## config.mk

```make
export PLATFORM = sky130hd
export DESIGN_NAME = frogger_traffic
export DESIGN_NICKNAME = d
export VERILOG_FILES = /design/src/rtl/frogger_traffic_pkg.sv /design/src/rtl/frogger_lane.sv /design/src/rtl/frogger_traffic.sv
export SDC_FILE = /design/constraint.sdc
export NUM_CORES = 1
export LEC_CHECK = 0
export ABC_AREA = 1
export BUFFER_PORTS_ARGS = -buffer_cell sky130_fd_sc_hd__buf_2
export CORE_UTILIZATION = 40
export CTS_CLUSTER_DIAMETER = 80
export DETAILED_ROUTE_END_ITERATION = 8
export PLACE_DENSITY = 0.66
export SETUP_SLACK_MARGIN = 0.5
export SYNTH_ARGS = -nofsm -noshare
export SYNTH_HDL_FRONTEND = slang
export SYNTH_SLANG_ARGS = --single-unit
```

## constraint.sdc

```tcl
create_clock -name i_Clk -period 2.5 [get_ports i_Clk]
set_input_delay 0 -clock i_Clk [delete_from_list [all_inputs] [get_ports i_Clk]]
set_output_delay 0 -clock i_Clk [all_outputs]
set_load 0.02 [all_outputs]
```

## src/rtl/frogger_traffic_pkg.sv

```systemverilog
// rtl/frogger_traffic_pkg.sv - shared playfield constants, lane tables and FSM encoding for frogger traffic
package frogger_traffic_pkg;

   typedef enum logic [1:0] {
      s_RUN    = 2'd0,
      s_FREEZE = 2'd1,
      s_RELOAD = 2'd2
   } state_t;

   localparam int c_GAME_WIDTH       = 14;
   localparam int c_NUM_LANES        = 5;
   localparam int c_TICK_CYCLES_DEF  = 1250000;
   localparam int c_FREEZE_TICKS_DEF = 20;

   // Lane tables: element [n-1] belongs to lane n (lane 1 is the rightmost field).
   localparam logic [4:0][5:0] c_LANE_PERIOD = {6'd5, 6'd3, 6'd4, 6'd3, 6'd2};
   localparam logic [4:0][5:0] c_LANE_Y      = {6'd11, 6'd10, 6'd9, 6'd8, 6'd7};
   localparam logic [4:0][5:0] c_LANE_X0     = {6'd8, 6'd3, 6'd10, 6'd5, 6'd0};

   // Bit n-1 belongs to lane n; a set bit marks a lane whose car travels toward column 0.
   localparam logic [4:0] c_LANE_DIR = 5'b01010;

endpackage

```

## src/rtl/frogger_lane.sv

```systemverilog
// rtl/frogger_lane.sv - one traffic lane: step counter, effective period, wrapping X register (FROGGER_TRAFFIC_SPEEDUP_EN)
module frogger_lane
   import frogger_traffic_pkg::*;
#(
   parameter int         c_WIDTH  = c_GAME_WIDTH,
   parameter logic       c_LEFT   = 1'b0,
   parameter logic [5:0] c_X0     = 6'd0,
   parameter logic [5:0] c_PERIOD = 6'd1
) (
   input  logic       i_Clk,
   input  logic       i_Rst_L,
   input  logic       i_Tick_En,
   input  logic       i_Reload,
   input  logic [2:0] i_Level,
   output logic [5:0] o_X,
   output logic       o_Stepped
);

   localparam logic [5:0] c_LAST = 6'(c_WIDTH - 1);

   logic [5:0] lane_cnt;
   logic [5:0] eff_period;
   logic [5:0] next_x;

`ifdef FROGGER_TRAFFIC_SPEEDUP_EN
   // Higher levels shorten the period; saturate at zero, then clamp to one tick.
   always_comb begin
      eff_period = 6'd0;
      if (c_PERIOD > {3'b000, i_Level}) begin
         eff_period = c_PERIOD - {3'b000, i_Level};
      end
      if (eff_period == 6'd0) begin
         eff_period = 6'd1;
      end
   end
`else
   logic unused_level;
   assign unused_level = ^i_Level;

   // Level is ignored: the lane always runs at its base period.
   always_comb begin
      eff_period = c_PERIOD;
      if (c_PERIOD == 6'd0) begin
         eff_period = 6'd1;
      end
   end
`endif

   // Next column one tile along the lane direction, wrapping at the playfield edge.
   always_comb begin
      next_x = o_X;
      if (c_LEFT) begin
         next_x = (o_X == 6'd0) ? c_LAST : o_X - 6'd1;
      end else begin
         next_x = (o_X == c_LAST) ? 6'd0 : o_X + 6'd1;
      end
   end

   // Counter, position and step flag; reload wins over a tick.
   always_ff @(posedge i_Clk or negedge i_Rst_L) begin
      if (!i_Rst_L) begin
         lane_cnt  <= 6'd0;
         o_X       <= c_X0;
         o_Stepped <= 1'b0;
      end else if (i_Reload) begin
         lane_cnt  <= 6'd0;
         o_X       <= c_X0;
         o_Stepped <= 1'b0;
      end else if (i_Tick_En) begin
         if (lane_cnt >= eff_period - 6'd1) begin
            lane_cnt  <= 6'd0;
            o_X       <= next_x;
            o_Stepped <= 1'b1;
         end else begin
            lane_cnt  <= lane_cnt + 6'd1;
            o_Stepped <= 1'b0;
         end
      end else begin
         o_Stepped <= 1'b0;
      end
   end

endmodule

```

## src/rtl/frogger_traffic.sv

```systemverilog
// rtl/frogger_traffic.sv - five-lane car traffic with tick prescaler and collision freeze FSM (FROGGER_TRAFFIC_SPEEDUP_EN)
module frogger_traffic
   import frogger_traffic_pkg::*;
#(
   parameter int c_TICK_CYCLES  = c_TICK_CYCLES_DEF,
   parameter int c_FREEZE_TICKS = c_FREEZE_TICKS_DEF
) (
   input  logic       i_Clk,
   input  logic       i_Rst_L,
   input  logic       i_Collided,
   input  logic       i_Restart,
   input  logic [2:0] i_Level,
   output logic [5:0] o_Car_X_1,
   output logic [5:0] o_Car_X_2,
   output logic [5:0] o_Car_X_3,
   output logic [5:0] o_Car_X_4,
   output logic [5:0] o_Car_X_5,
   output logic [5:0] o_Car_Y_1,
   output logic [5:0] o_Car_Y_2,
   output logic [5:0] o_Car_Y_3,
   output logic [5:0] o_Car_Y_4,
   output logic [5:0] o_Car_Y_5,
   output logic       o_Frozen,
   output logic       o_Step
);

   localparam int PW = (c_TICK_CYCLES > 1) ? $clog2(c_TICK_CYCLES) : 1;
   localparam int FW = (c_FREEZE_TICKS > 1) ? $clog2(c_FREEZE_TICKS) : 1;
   localparam logic [PW-1:0] c_PRE_LAST = PW'(c_TICK_CYCLES - 1);
   localparam logic [FW-1:0] c_FRZ_LAST = FW'(c_FREEZE_TICKS - 1);

   state_t          state;
   state_t          state_next;
   logic [PW-1:0]   pre_cnt;
   logic [FW-1:0]   frz_cnt;
   logic            tick;
   logic            col_q;
   logic            col_edge;
   logic            lane_run;
   logic            lane_reload;
   logic            lane_tick;
   logic [4:0][5:0] lane_x;
   logic [4:0]      lane_stepped;

   assign tick      = (pre_cnt == c_PRE_LAST);
   assign col_edge  = i_Collided & ~col_q;
   assign lane_tick = tick & lane_run;

   // Free-running game-tick prescaler.
   always_ff @(posedge i_Clk or negedge i_Rst_L) begin
      if (!i_Rst_L) begin
         pre_cnt <= '0;
      end else if (tick) begin
         pre_cnt <= '0;
      end else begin
         pre_cnt <= pre_cnt + 1'b1;
      end
   end

   // Previous collision level, so only a fresh rising edge can freeze traffic.
   always_ff @(posedge i_Clk or negedge i_Rst_L) begin
      if (!i_Rst_L) begin
         col_q <= 1'b0;
      end else begin
         col_q <= i_Collided;
      end
   end

   // Freeze counter: held at zero outside the freeze, counts ticks inside it.
   always_ff @(posedge i_Clk or negedge i_Rst_L) begin
      if (!i_Rst_L) begin
         frz_cnt <= '0;
      end else if (state != s_FREEZE) begin
         frz_cnt <= '0;
      end else if (tick) begin
         frz_cnt <= frz_cnt + 1'b1;
      end
   end

   // FSM state register.
   always_ff @(posedge i_Clk or negedge i_Rst_L) begin
      if (!i_Rst_L) begin
         state <= s_RUN;
      end else begin
         state <= state_next;
      end
   end

   // FSM next state; restart outranks everything, including a collision edge.
   always_comb begin
      state_next = state;
      case (state)
         s_RUN: begin
            if (i_Restart) begin
               state_next = s_RELOAD;
            end else if (col_edge) begin
               state_next = s_FREEZE;
            end
         end
         s_FREEZE: begin
            if (i_Restart) begin
               state_next = s_RELOAD;
            end else if (tick && frz_cnt == c_FRZ_LAST) begin
               state_next = s_RELOAD;
            end
         end
         s_RELOAD: begin
            state_next = i_Restart ? s_RELOAD : s_RUN;
         end
         default: state_next = s_RUN;
      endcase
   end

   // FSM outputs; a step coinciding with a collision edge or restart is dropped.
   always_comb begin
      o_Frozen    = (state != s_RUN);
      lane_run    = (state == s_RUN) & ~col_edge & ~i_Restart;
      lane_reload = (state == s_RELOAD);
   end

   genvar g;
   for (g = 0; g < c_NUM_LANES; g++) begin : g_lane
      frogger_lane #(
         .c_WIDTH  (c_GAME_WIDTH),
         .c_LEFT   (c_LANE_DIR[g]),
         .c_X0     (c_LANE_X0[g]),
         .c_PERIOD (c_LANE_PERIOD[g])
      ) u_lane (
         .i_Clk     (i_Clk),
         .i_Rst_L   (i_Rst_L),
         .i_Tick_En (lane_tick),
         .i_Reload  (lane_reload),
         .i_Level   (i_Level),
         .o_X       (lane_x[g]),
         .o_Stepped (lane_stepped[g])
      );
   end

   assign o_Step    = |lane_stepped;
   assign o_Car_X_1 = lane_x[0];
   assign o_Car_X_2 = lane_x[1];
   assign o_Car_X_3 = lane_x[2];
   assign o_Car_X_4 = lane_x[3];
   assign o_Car_X_5 = lane_x[4];
   assign o_Car_Y_1 = c_LANE_Y[0];
   assign o_Car_Y_2 = c_LANE_Y[1];
   assign o_Car_Y_3 = c_LANE_Y[2];
   assign o_Car_Y_4 = c_LANE_Y[3];
   assign o_Car_Y_5 = c_LANE_Y[4];

endmodule

```

-- Yosys cells after proc, flatten, opt, wreduce, memory -nomap -nowiden
Cells that the tools add are included.
- flip-flop bits (word level): 94
- bits of input ports: 7
- output and inout bits: 62
- word-level logic and storage cells: 131
- add/subtract/negate cells: 12
- $lt $le $gt $ge: 5
- eq/ne operators: 10
- muxes and demuxes: 59
- bitwise logic cells: 7
- reduce and logical (&&, ||, !) cells: 19
- operator list (cell ; count):
    $mux 6 ; 35
    $add 6x1->6 const B ; 8
    $add 21x1->21 const B ; 1
    $eq 21x21->1 const B ; 1
    $mux 21 ; 1
    $eq 6x4->1 const B ; 3
    $ge 6x2->1 const B ; 3
    $reduce_bool 2->1 ; 8
    $mux 1 ; 15
    $logic_not 6->1 ; 2
    $reduce_and 2->1 ; 6
    $sub 6x1->6 const B ; 2
    $mux 2 ; 5
    $mux 5 ; 2
    $ge 6x1->1 const B ; 1
    $ge 6x3->1 const B ; 1
    $ne 3x3->1 const B ; 2
    $pmux 2 s3 ; 1
    $add 5x1->5 const B ; 1
    $eq 5x5->1 const B ; 1
    $reduce_or 5->1 ; 1
    $and 1x1->1 ; 4
    $not 1->1 ; 3
    $eq 2x1->1 const B ; 1
    other kinds (4) ; 4

-- Depth between registers and ports, before layout
Gate-level depths: netlist of the first run.
- depth after elaboration: 8
- depth in mapped cells: 9
- mapped depth without buffers: 9

-- By module
From an unflattened synthesis of the first run, not the netlist that was laid out.
- cell total of the unflattened synthesis: 705
- area total of the unflattened synthesis: 5517.8 µm²
- modules (own cells, without submodules) (module ; times used ; cells an instance ; area an instance (µm²) ; seq. area each (µm²)):
    frogger_traffic ; 1 ; 264 ; 1965.6 ; 725.7
    frogger_lane at g_lane[0].u_lane ; 1 ; 88 ; 742.0 ; 325.3
    frogger_lane at g_lane[3].u_lane ; 1 ; 93 ; 729.4 ; 327.8
    frogger_lane at g_lane[1].u_lane ; 1 ; 89 ; 714.4 ; 327.8
    frogger_lane at g_lane[4].u_lane ; 1 ; 88 ; 705.7 ; 326.6
    frogger_lane at g_lane[2].u_lane ; 1 ; 83 ; 660.6 ; 327.8

-- Worst setup path after synthesis of the first run
Ideal clock, no wire load.
- kind: reg2reg
- start point: reg pre_cnt[0]
- end point: reg g_lane[0].u_lane.lane_cnt[3]
- library setup time: 120 ps
- arrival time: 1438 ps
- required time: 2380 ps
- path slack: 942 ps
- cell stages (with the launch flop): 8
- buffers on the path: 1
- cells stage by stage: dfrtp_1 > ha_1 > nand3_1 > nor2_2 > nand4_4 > nand2_4 > buf_2 > nor2_1
- word-level cells in the longest chain between the ends: 3
- ends and longest elaborated chain (what ; line ; source):
    start: declaration ; frogger_traffic.sv:34 ; logic [PW-1:0] pre_cnt;
    start signal: assignment ; frogger_traffic.sv:56 ; pre_cnt <= pre_cnt + 1'b1;
    $eq 21x21->1 ; frogger_traffic.sv:45 ; assign tick = (pre_cnt == c_PRE_LAST);
    $and 1x1->1 ; frogger_traffic.sv:47 ; assign lane_tick = tick & lane_run;
    $reduce_bool 2->1 (no source line) ; - ;
    end signal: assignment ; frogger_lane.sv:75 ; lane_cnt <= lane_cnt + 6'd1;
    end: declaration ; frogger_lane.sv:21 ; logic [5:0] lane_cnt;
Every way passes these cells.
A chain may end at the register's enable or synchronous reset.

-- Worst setup path after layout of the first run
- start point: reg pre_cnt[0]
- end point: reg g_lane[0].u_lane.o_X[2]
- word-level cells in the longest chain between the ends: 4
- ends and longest elaborated chain (what ; line ; source):
    $eq 21x21->1 ; frogger_traffic.sv:45 ;
    $and 1x1->1 ; frogger_traffic.sv:47 ;
    $reduce_bool 2->1 (no source line) ; - ;
    $reduce_and 2->1 (no source line) ; - ;
    end signal: assignment ; frogger_lane.sv:72 ; o_X <= next_x;
    end: declaration ; frogger_lane.sv:15 ; output logic [5:0] o_X,
Every way passes these cells.

==> impl_metrics.yaml, run 1 <==
outcome:
  status: "complete, no violations"
critical_path:
  cp-start-kind: "flop"
  arrival_ns: 2.01
  critical_path_class: "reg -> reg"
  cp.required_ns: 2.73
  crit_path_end_kind: "flop"
  crit_fanout: 6
  worstRegToRegCells: 9
placement:
  port_buffers: 35
  dp.cells: 881
  gp_congestion: 0.860
  dp_hpwl_um: 7430
logic_synthesis:
  synthTopCellsByCount: "153 x nand2_1, 96 x inv_1, 89 x nor2_1, 87 x dfrtp_1, 80 x nand3_1"
  synth.most_common_cell: "nand2_1"
  syn_area_per_cell_um2: 7.82
  ys.warnings.count: 0
  synth_cell_types: 30
  synthTopCellsByArea: "dfrtp_1 41%, nand2_1 11%, nand3_1 7.6%"
  netlist_area_um2: 5300
  synthCells: 678
  seq_area_frac_synth: 0.445
  yosys.area.top_type_share: 0.411
  yosys_most_used_dff: "dfrtp_1"
  synth_edf_count: 0
  yosysTopAreaCell: "dfrtp_1"
  synth_seq_cells: 94
  async_flop_share: 1.00
power:
  p_switching_uw: 1710
  power_leakage_uw: 0.00315
  vdd_drop_max_v: 0.000379
  combPwrFrac: 0.302
  p_clk_frac: 0.315
  swShare: 0.362
  internal-power_uw: 3010
  pwr_density_cell_nw_per_um2: 789
  seqPwrFrac: 0.384
final_layout:
  drive_gt1_frac: 0.114
  antenna_cells: 0
  area_growth_pct: 12.7
  final_cells: 903
  nets: 755
cts:
  cts_htree_levels: 3
  clk_path_buf_depth: 2
  cts_sinks: 94
  clk_pin_slew_worst_paths_ns: 0.07
  cts_tree: "built"
  cts_buffers: 9
  ctsRootBufferMaster: "clkbuf_16"
  clk_latency_ns: 0.34
timing:
  setup-violations-final: 0
  worstMarginPinSlew_ns: 0.562
  drv_slew: 0
  hold_viol: 0
  final.min_clock_period_ns: 1.78
  relSlewSlack: 0.626
  fin_skew_ns: 0.00805
  max_freq_ghz: 0.563
  setup_tns_ns: 0
  period_share: 0.711
  grt_setup_unrepaired: "no"
global_routing:
  antenna_found_initial: 0
  grt_use_total: 0.169
  grt_pass1_wl_um: 18200
  grt_overflow: 0
  grt_pass1_vias: 3949
  grt_max_degree: 53
floorplanning:
  num_rows: 41
  core_area_um2: 12800
  die_y_um: 117
  initial_core_util: 0.415
  ioPinCount: 69
  dieWidth_um: 117
  die_area_um2: 13700
detailed_routing:
  via_per_inst: 4.63
  post-route-drc-count: 0
  drtAntennaViolNets: 0
  wl_per_cell_um: 11.7
  routed-via-count: 4179
  wl_um: 10500
  drt_iter0_markers: 280
  drt-pass1-iter-count: 4
flow_run:
  max_cap_violations: 0
worst_hold_path:
  hp-class: "in -> async"
-- registers in the layout (all words and copies together) (netlist names) --
register,flops
g_lane.u_lane.lane_cnt,30
g_lane.u_lane.o_X,30
pre_cnt,21
frz_cnt,5
g_lane.u_lane.o_Stepped,5
state,2
col_q,1
-- cell usage in the layout, fill, tap and decap left out, types with 2 or more instances in the layout --
cell type	count
bufinv_16	2
o21ai_0	18
inv_1	96
conb_1	30
buf_2	34
dlygate4sd3_1	3
dfstp_2	7
inv_2	2
nand3_1	80
ha_1	22
nand2_1	152
xnor2_1	10
clkbuf_16	9
buf_4	8
nand4_1	20
nor3_1	11
nand3b_1	4
a21oi_1	5
nor2_4	2
xor2_1	16
dfrtp_1	87
nor2_1	89
or2_2	4
nor2_2	5
-- worst paths after layout --
path	from	slack, ns	endpoint
setup reg to reg	pre_cnt[0]	0.72	g_lane[0].u_lane.o_X[2]
min in group i_Clk	i_Collided	0.32	col_q
hold reg to reg	g_lane[2].u_lane.lane_cnt[1]	0.49	g_lane[2].u_lane.lane_cnt[1]
max in group asynchronous	i_Rst_L	1.59	g_lane[2].u_lane.o_X[1]
setup / recovery	pre_cnt[0]	0.72	g_lane[0].u_lane.o_X[2]
hold / removal	i_Rst_L	0.20	pre_cnt[10]
-- worst max-delay path: stages (launching register included) --
cell and delay (ns):
dfrtp_1 0.36, ha_1 0.21, nand2_1 0.11, nor2_1 0.14, nand3_1 0.10, nor2_1 0.10
buf_4 0.16, nand4_1 0.28, nand3_1 0.16, nand2_1 0.06
-- metrics by stage --
| step | setup slack, ns | power [uW] | cell area, um^2 | hold slack (ns) | util |
|---|---|---|---|---|---|
| 6_report | 0.723 | 4720 | 5970 | 0.198 | 0.468 |
| 2_1_floorplan | 0.942 | 2920 | 5410 | -0.296 | - |
| 5_1_grt | 0.508 | 5070 | 5970 | 0.264 | 0.468 |
| 3_3_place_gp | 0.563 | 3220 | 5580 | 0.0306 | 0.437 |
| 4_1_cts | 0.505 | 4740 | 5940 | 0.206 | 0.465 |
| 3_5_place_dp | 0.531 | 3230 | 5580 | 0.0380 | 0.437 |
-- metal layers --
layer,global-route usage,share of wire
met1,0.223,0.49
met2,0.274,0.46
met3,0.0489,0.037
met4,0.0447,0.010
met5,0,0
-- area by class of cell --
class,count,area (um^2)
tap,172,215
inverter,98,368
sequential,94,2360
fill,1262,6800
clock inverter,6,93.8
multi-input combinational,477,2430
clock buffer,10,229
timing repair buffer,46,280
-- power by group through the flow --
| stage | Combinational (uW) | Sequential, uW | Clock, uW |
|---|---|---|---|
| after global placement | 1380 | 1830 | 0 |
| after floorplan | 1020 | 1900 | 0 |
| after global routing | 1650 | 1830 | 1580 |
| after CTS | 1400 | 1810 | 1530 |
| final | 1420 | 1810 | 1480 |
| after detailed placement | 1400 | 1830 | 0 |
-- logic make-up (layout without fill, tap and decap cells) --
| kind of cell | Yosys count | after routing | share of synthesized area |
|---|---|---|---|
| simple gates | 372 | 373 | 0.311 |
| compound gates | 25 | 25 | 0.0246 |
| mux | 1 | 1 | 0.00189 |
| buf+inv | 136 | 160 | 0.121 |
| xor+xnor | 26 | 26 | 0.0430 |
| fa+ha+maj | 22 | 22 | 0.0519 |
| other cells | 2 | 30 | 0.00142 |
| flops | 94 | 94 | 0.445 |
-- timing repair --
| item | 4_1_cts | 5_1_grt |
|---|---|---|
| setup endpoints to repair | 0 | 27 |
| gates resized for setup | 0 | 2 |
| setup buffers | 0 | 2 |
| hold buffers | 3 | 0 |
| hold endpoints to repair | 42 | 0 |
Note: power is estimated with default switching activity, not from simulation.
==> run 2, diff against run 1 <==
ABC_AREA = 0   (was 1)
clock period = 1.7 ns   (was 2.5 ns; I/O delays follow)
==> run 2 against run 1 <==
The flow now finishes with violations (setup timing). Sequential share of layout area is 7.2 points lower. Flip-flop and latch count is the same. Combinational power shrank 82%. Hold slack lost 0.073 ns. Worst setup slack lost 0.92 ns. Global-route usage increased by 2.8 points. Critical endpoint is now g_lane[1].u_lane.o_X[2]. Largest cell class unchanged. Highest routed layer unchanged.
==> impl_metrics.yaml, run 2 <==
logic_synthesis:
  yosys.area_share.simple: 0.248
  yosys_most_used_dff: "dfrtp_1"
  synth.most_common_cell: "dfrtp_1"
  synth_top_family_by_area: "simple AND/OR/NAND/NOR gates"
  muxShareOfSynthArea: 0.0107
  yosys.area.top_type_share: 0.443
  synthTopCellsByArea: "dfrtp_1 44%, ha_1 5.6%, buf_4 4.7%"
  netlist_area_um2: 4920
  synthCells: 498
  synth_xor_area_frac: 0.0427
  synth-compound-area-share: 0.0845
  synth_cell_types: 57
  synthTopCellsByCount: "87 x dfrtp_1, 47 x nor2_1, 41 x nand3_1, 31 x buf_4, 30 x nand2_1"
  synth_seq_cells: 94
  async_flop_share: 1.00
  ys.warnings.count: 0
  synth_edf_count: 0
  seq_area_frac_synth: 0.480
  yosysTopAreaCell: "dfrtp_1"
  synthAdderAreaFrac: 0.0560
  syn_area_per_cell_um2: 9.88
timing:
  drv_slew: 0
  max_freq_ghz: 0.527
  final.min_clock_period_ns: 1.90
  grt_setup_unrepaired: "yes"
  setup_ws_ns: -0.196
  hold_viol: 0
  relSlewSlack: 0.585
  worstMarginPinSlew_ns: 0.617
  period_share: 1.12
  fin_skew_ns: 0.00973
  setup-violations-final: 73
critical_path:
  ff2ff_setup_slack_ns: -0.20
  cp-startpoint: "pre_cnt[18]"
  r2r_end: "g_lane[1].u_lane.o_X[2]"
  critical_path_class: "reg -> reg"
  arrival_ns: 2.18
  r2r_start: "pre_cnt[18]"
  cp.required_ns: 1.98
  cp-start-kind: "flop"
  crit_path_end_kind: "flop"
  worstRegToRegCells: 6
  crit_fanout: 5
power:
  swShare: 0.225
  vdd_drop_max_v: 0.000416
  pwr_density_cell_nw_per_um2: 663
  internal-power_uw: 3750
  p_clk_frac: 0.484
  combPwrFrac: 0.051
  seqPwrFrac: 0.464
  power_leakage_uw: 0.00350
  p_switching_uw: 1090
global_routing:
  grt_max_degree: 52
  antenna_found_initial: 0
  grt_use_total: 0.198
  grt_pass1_vias: 4053
  grt_overflow: 0
  grt_pass1_wl_um: 19800
placement:
  dp.cells: 750
  gp_congestion: 0.797
  placed_area_um2: 5990
  dp_hpwl_um: 7870
  port_buffers: 35
final_layout:
  final_cells: 811
  drive_gt1_frac: 0.443
  reg_top3: "g_lane.u_lane.lane_cnt: 30 flops, g_lane.u_lane.o_X: 30 flops, pre_cnt: 21 flops"
  area_growth_pct: 48.3
  nets: 688
  mostFrequentLayoutCells: "87 x dfrtp_1, 83 x buf_4, 41 x buf_6, 39 x nor2_1, 32 x buf_2"
  antenna_cells: 0
  final_area_um2: 7300
  layout_commonest_cell: "dfrtp_1"
worst_hold_path:
  hp-class: "in -> async"
cts:
  cts_sinks: 94
  cts_buffers: 9
  cts_htree_levels: 3
  clk_pin_slew_worst_paths_ns: 0.07
  clk_latency_ns: 0.36
  ctsRootBufferMaster: "clkbuf_16"
  clk_path_buf_depth: 2
  cts_tree: "built"
floorplanning:
  core_area_um2: 12000
  initial_core_util: 0.409
  ioPinCount: 69
  num_rows: 40
  die_y_um: 113
  die_area_um2: 12700
  dieWidth_um: 113
outcome:
  violations: "setup timing"
  status: "finished with violations"
detailed_routing:
  via_per_inst: 5.24
  drt-pass1-iter-count: 4
  drt_iter0_markers: 278
  routed-via-count: 4251
  wl_um: 12300
  drtAntennaViolNets: 0
  post-route-drc-count: 0
  wl_per_cell_um: 15.2
flow_run:
  max_cap_violations: 0
run 2: cell count changes after synthesis, moves of 20 or more:
| cell | before | now |
|---|---|---|
| inv_1 | 96 | 20 |
| nand3_1 | 80 | 41 |
| nand2_1 | 153 | 30 |
| nor2_1 | 89 | 47 |
| and3_1 | 0 | 20 |
run 2: cell type report:
| class | count | area, um^2 |
|---|---|---|
| tap | 147 | 184 |
| timing repair buffer | 167 | 1440 |
| clock inverter | 7 | 123 |
| inverter | 20 | 77.6 |
| clock buffer | 9 | 225 |
| sequential | 94 | 2360 |
| multi-input combinational | 367 | 2880 |
| fill | 951 | 4720 |
run 2: cell families after synthesis:
group	Yosys count
compound gates	64
xor+xnor	24
fa+ha+maj	22
buf+inv	65
flops	94
mux	5
other cells	2
simple gates	222
run 2: per-layer routing:
metal	vias to the layer above	wire (um)	GRT usage
met5	-	0	0
li1	2020	-	-
met3	14	329	0.0386
met1	2140	5250	0.234
met4	0	133	0.0482
met2	77	6590	0.368
run 2: timing repair:
item	4_1_cts	5_1_grt
gates cloned	2	0
hold endpoints to repair	39	0
buffers inserted	22	18
endpoints found under the setup margin	92	95
pin swaps	39	27
gates resized for setup	81	44
hold buffers	3	0
run 2: stage by stage:
step                total power (uW)  setup WS (ns)  hold WS [ns]  setup TNS, ns  utilization
floorplan                       2460         -0.145        -0.296          -1.69            -
global placement                2510         -0.232       -0.0295          -6.62        0.498
detailed placement              2510         -0.252       -0.0329          -8.90        0.498
CTS                             4870         -0.182         0.136          -4.22        0.579
global route                    4990         -0.280         0.153         -11.64        0.607
finish                          4830         -0.196         0.125          -5.49        0.607
run 2: worst max path at each step:
stage                                          to  slack (ns)  cells after the start
after floorplan           g_lane[1].u_lane.o_X[2]       -0.14                      6
after global placement    g_lane[1].u_lane.o_X[2]       -0.23                      7
after detailed placement  g_lane[2].u_lane.o_X[4]       -0.25                      8
after CTS                 g_lane[1].u_lane.o_X[2]       -0.18                      6
after global routing      g_lane[0].u_lane.o_X[5]       -0.28                      6
final                     g_lane[1].u_lane.o_X[2]       -0.20                      6
run 2: power groups by stage:
stage | sequential (uW) | clock [uW] | combinational (uW)
floorplan | 2290 | 0 | 171
global placement | 2280 | 0 | 221
detailed placement | 2280 | 0 | 223
CTS | 2240 | 2380 | 239
global route | 2240 | 2470 | 274
finish | 2240 | 2340 | 249
run 2: worst max-delay path, cell delays in order, from the launching register on:
cell and delay (ns):
dfrtp_1 0.41, nor4b_4 0.30, and4_4 0.28, buf_12 0.12, nand3_4 0.09, or4_1 0.48, o211a_1 0.14
==> run 3, diff against run 2 <==
MAX_ROUTING_LAYER = met4   (was unset)
==> run 3 against run 2 <==
The run still ends with setup timing left. Non-clock buffer count is the same. Sequential power barely moved. Worst setup slack about the same. Die area unchanged. Clock power about the same. Critical path depth unchanged. Final cell count did not move. Global-route usage is 0.59 points higher. First-iteration DRC count down 3.2%. Register-to-register slack is essentially flat. Routed wire length fell by 0.37%. Hold slack worse by 0.0037 ns. Critical endpoint unchanged.
==> impl_metrics.yaml, run 3 (synthesized netlist as in run 2, its figures left out) <==
timing:
  grt_setup_unrepaired: "yes"
  relSlewSlack: 0.573
  worstMarginPinSlew_ns: 0.635
  whs_ns: 0.121
  setup_ws_ns: -0.196
  final.min_clock_period_ns: 1.90
  drv_slew: 0
  period_share: 1.12
  fin_skew_ns: 0.00897
  setup-violations-final: 73
  hold_viol: 0
  max_freq_ghz: 0.527
critical_path:
  path_cells: "nor4b_4, and4_4, buf_12, nand3_4, or4_1, o211a_1"
  cp.required_ns: 1.98
  crit_fanout: 5
  critical_path.top_delay_family: "simple AND/OR/NAND/NOR gates"
  critical_path_class: "reg -> reg"
  slowest_delay_ns: 0.48
  cp-start-kind: "flop"
  crit_path_end_kind: "flop"
  arrival_ns: 2.18
  critPathBufInv: 1
  cp_slowest_cell: "or4_1"
placement:
  placed_area_um2: 5990
  dp_hpwl_um: 7870
  gp_congestion: 0.809
  port_buffers: 35
worst_hold_path:
  hp-class: "in -> async"
global_routing:
  grt_overflow: 0
  grt_pass1_vias: 4074
  grt_pass1_wl_um: 19800
  antenna_found_initial: 0
  grt_max_degree: 52
  grt_use_total: 0.204
final_layout:
  antenna_cells: 0
  layout_commonest_cell: "dfrtp_1"
  reg_top3: "g_lane.u_lane.lane_cnt: 30 flops, g_lane.u_lane.o_X: 30 flops, pre_cnt: 21 flops"
  final_area_um2: 7300
  drive_gt1_frac: 0.443
  nFillCells: 951
  area_growth_pct: 48.3
  mostFrequentLayoutCells: "87 x dfrtp_1, 83 x buf_4, 41 x buf_6, 39 x nor2_1, 32 x buf_2"
  nets: 688
outcome:
  status: "finished with violations"
  violations: "setup timing"
detailed_routing:
  wl_um: 12300
  drt-pass1-iter-count: 4
  routed-via-count: 4218
  drtAntennaViolNets: 0
  wl_per_cell_um: 15.1
  via_per_inst: 5.20
  post-route-drc-count: 0
  drt_iter0_markers: 269
cts:
  clk_path_buf_depth: 2
  cts_htree_levels: 3
  cts_buffers: 9
  ctsRootBufferMaster: "clkbuf_16"
  clk_latency_ns: 0.35
  clk_pin_slew_worst_paths_ns: 0.07
  cts_tree: "built"
  cts_sinks: 94
floorplanning:
  dieWidth_um: 113
  num_rows: 40
  initial_core_util: 0.409
  ioPinCount: 69
  core_area_um2: 12000
  die_y_um: 113
  die_area_um2: 12700
power:
  vdd_drop_max_v: 0.000414
  pwr_density_cell_nw_per_um2: 663
  power_leakage_uw: 0.00350
flow_run:
  max_cap_violations: 0
==> run 3: cell counts in the layout (fill, tap and decap cells not counted) <==
No cell type changed its count.
==> run 3: metrics by stage <==
stage,setup TNS [ns],setup WS (ns),std cells,power [uW],utilization
global route,-11.64,-0.280,811,4990,0.607
CTS,-4.22,-0.182,793,4870,0.579
finish,-5.63,-0.196,811,4840,0.607
floorplan,-1.69,-0.145,526,2460,-
global placement,-6.62,-0.232,750,2510,0.498
detailed placement,-8.90,-0.252,750,2510,0.498
==> run 3: worst paths after layout <==
check                                                to  depth (start not counted)                          from  slack [ns]
max in group asynchronous       g_lane[3].u_lane.o_X[0]                          3                       i_Rst_L        0.93
setup reg to reg                g_lane[1].u_lane.o_X[2]                          6                   pre_cnt[18]       -0.20
hold reg to reg            g_lane[1].u_lane.lane_cnt[3]                          2  g_lane[1].u_lane.lane_cnt[3]        0.53
min in group i_Clk                             state[0]                          5                    i_Collided        0.30
hold / removal                  g_lane[2].u_lane.o_X[4]                          2                       i_Rst_L        0.12
setup / recovery                g_lane[1].u_lane.o_X[2]                          6                   pre_cnt[18]       -0.20
==> run 3: where the power goes <==
group / leakage [uW] / switching (uW) / total [uW] / internal (uW)
sequential: 0.00127 / 3.19 / 2240 / 2240
clock: 0.000162 / 902 / 2340 / 1440
combinational: 0.00206 / 182 / 248 / 65.9
total: 0.00350 / 1090 / 4840 / 3750
==> run 3: final cells by class <==
type,instances,area (um^2),share of cell area
clock buffers,9,225,0.0309
multi-input cells,367,2880,0.395
clock inverters,7,123,0.0168
inverters,20,77.6,0.0106
well taps,147,184,0.0252
repair buffers,167,1440,0.198
flip-flops and latches,94,2360,0.324
==> run 3: timing repair <==
action,CTS,global route
endpoints found under the setup margin,92,95
hold buffers,3,0
hold endpoints to repair,39,0
buffers inserted,22,18
resized for setup,81,44
pin swaps,39,27
gates cloned,2,0
==> run 3: per-layer routing <==
metal / global-route usage / wire length (um)
met5: - / 0
met4: 0.0491 / 133
met3: 0.0386 / 317
met2: 0.367 / 6570
met1: 0.233 / 5250
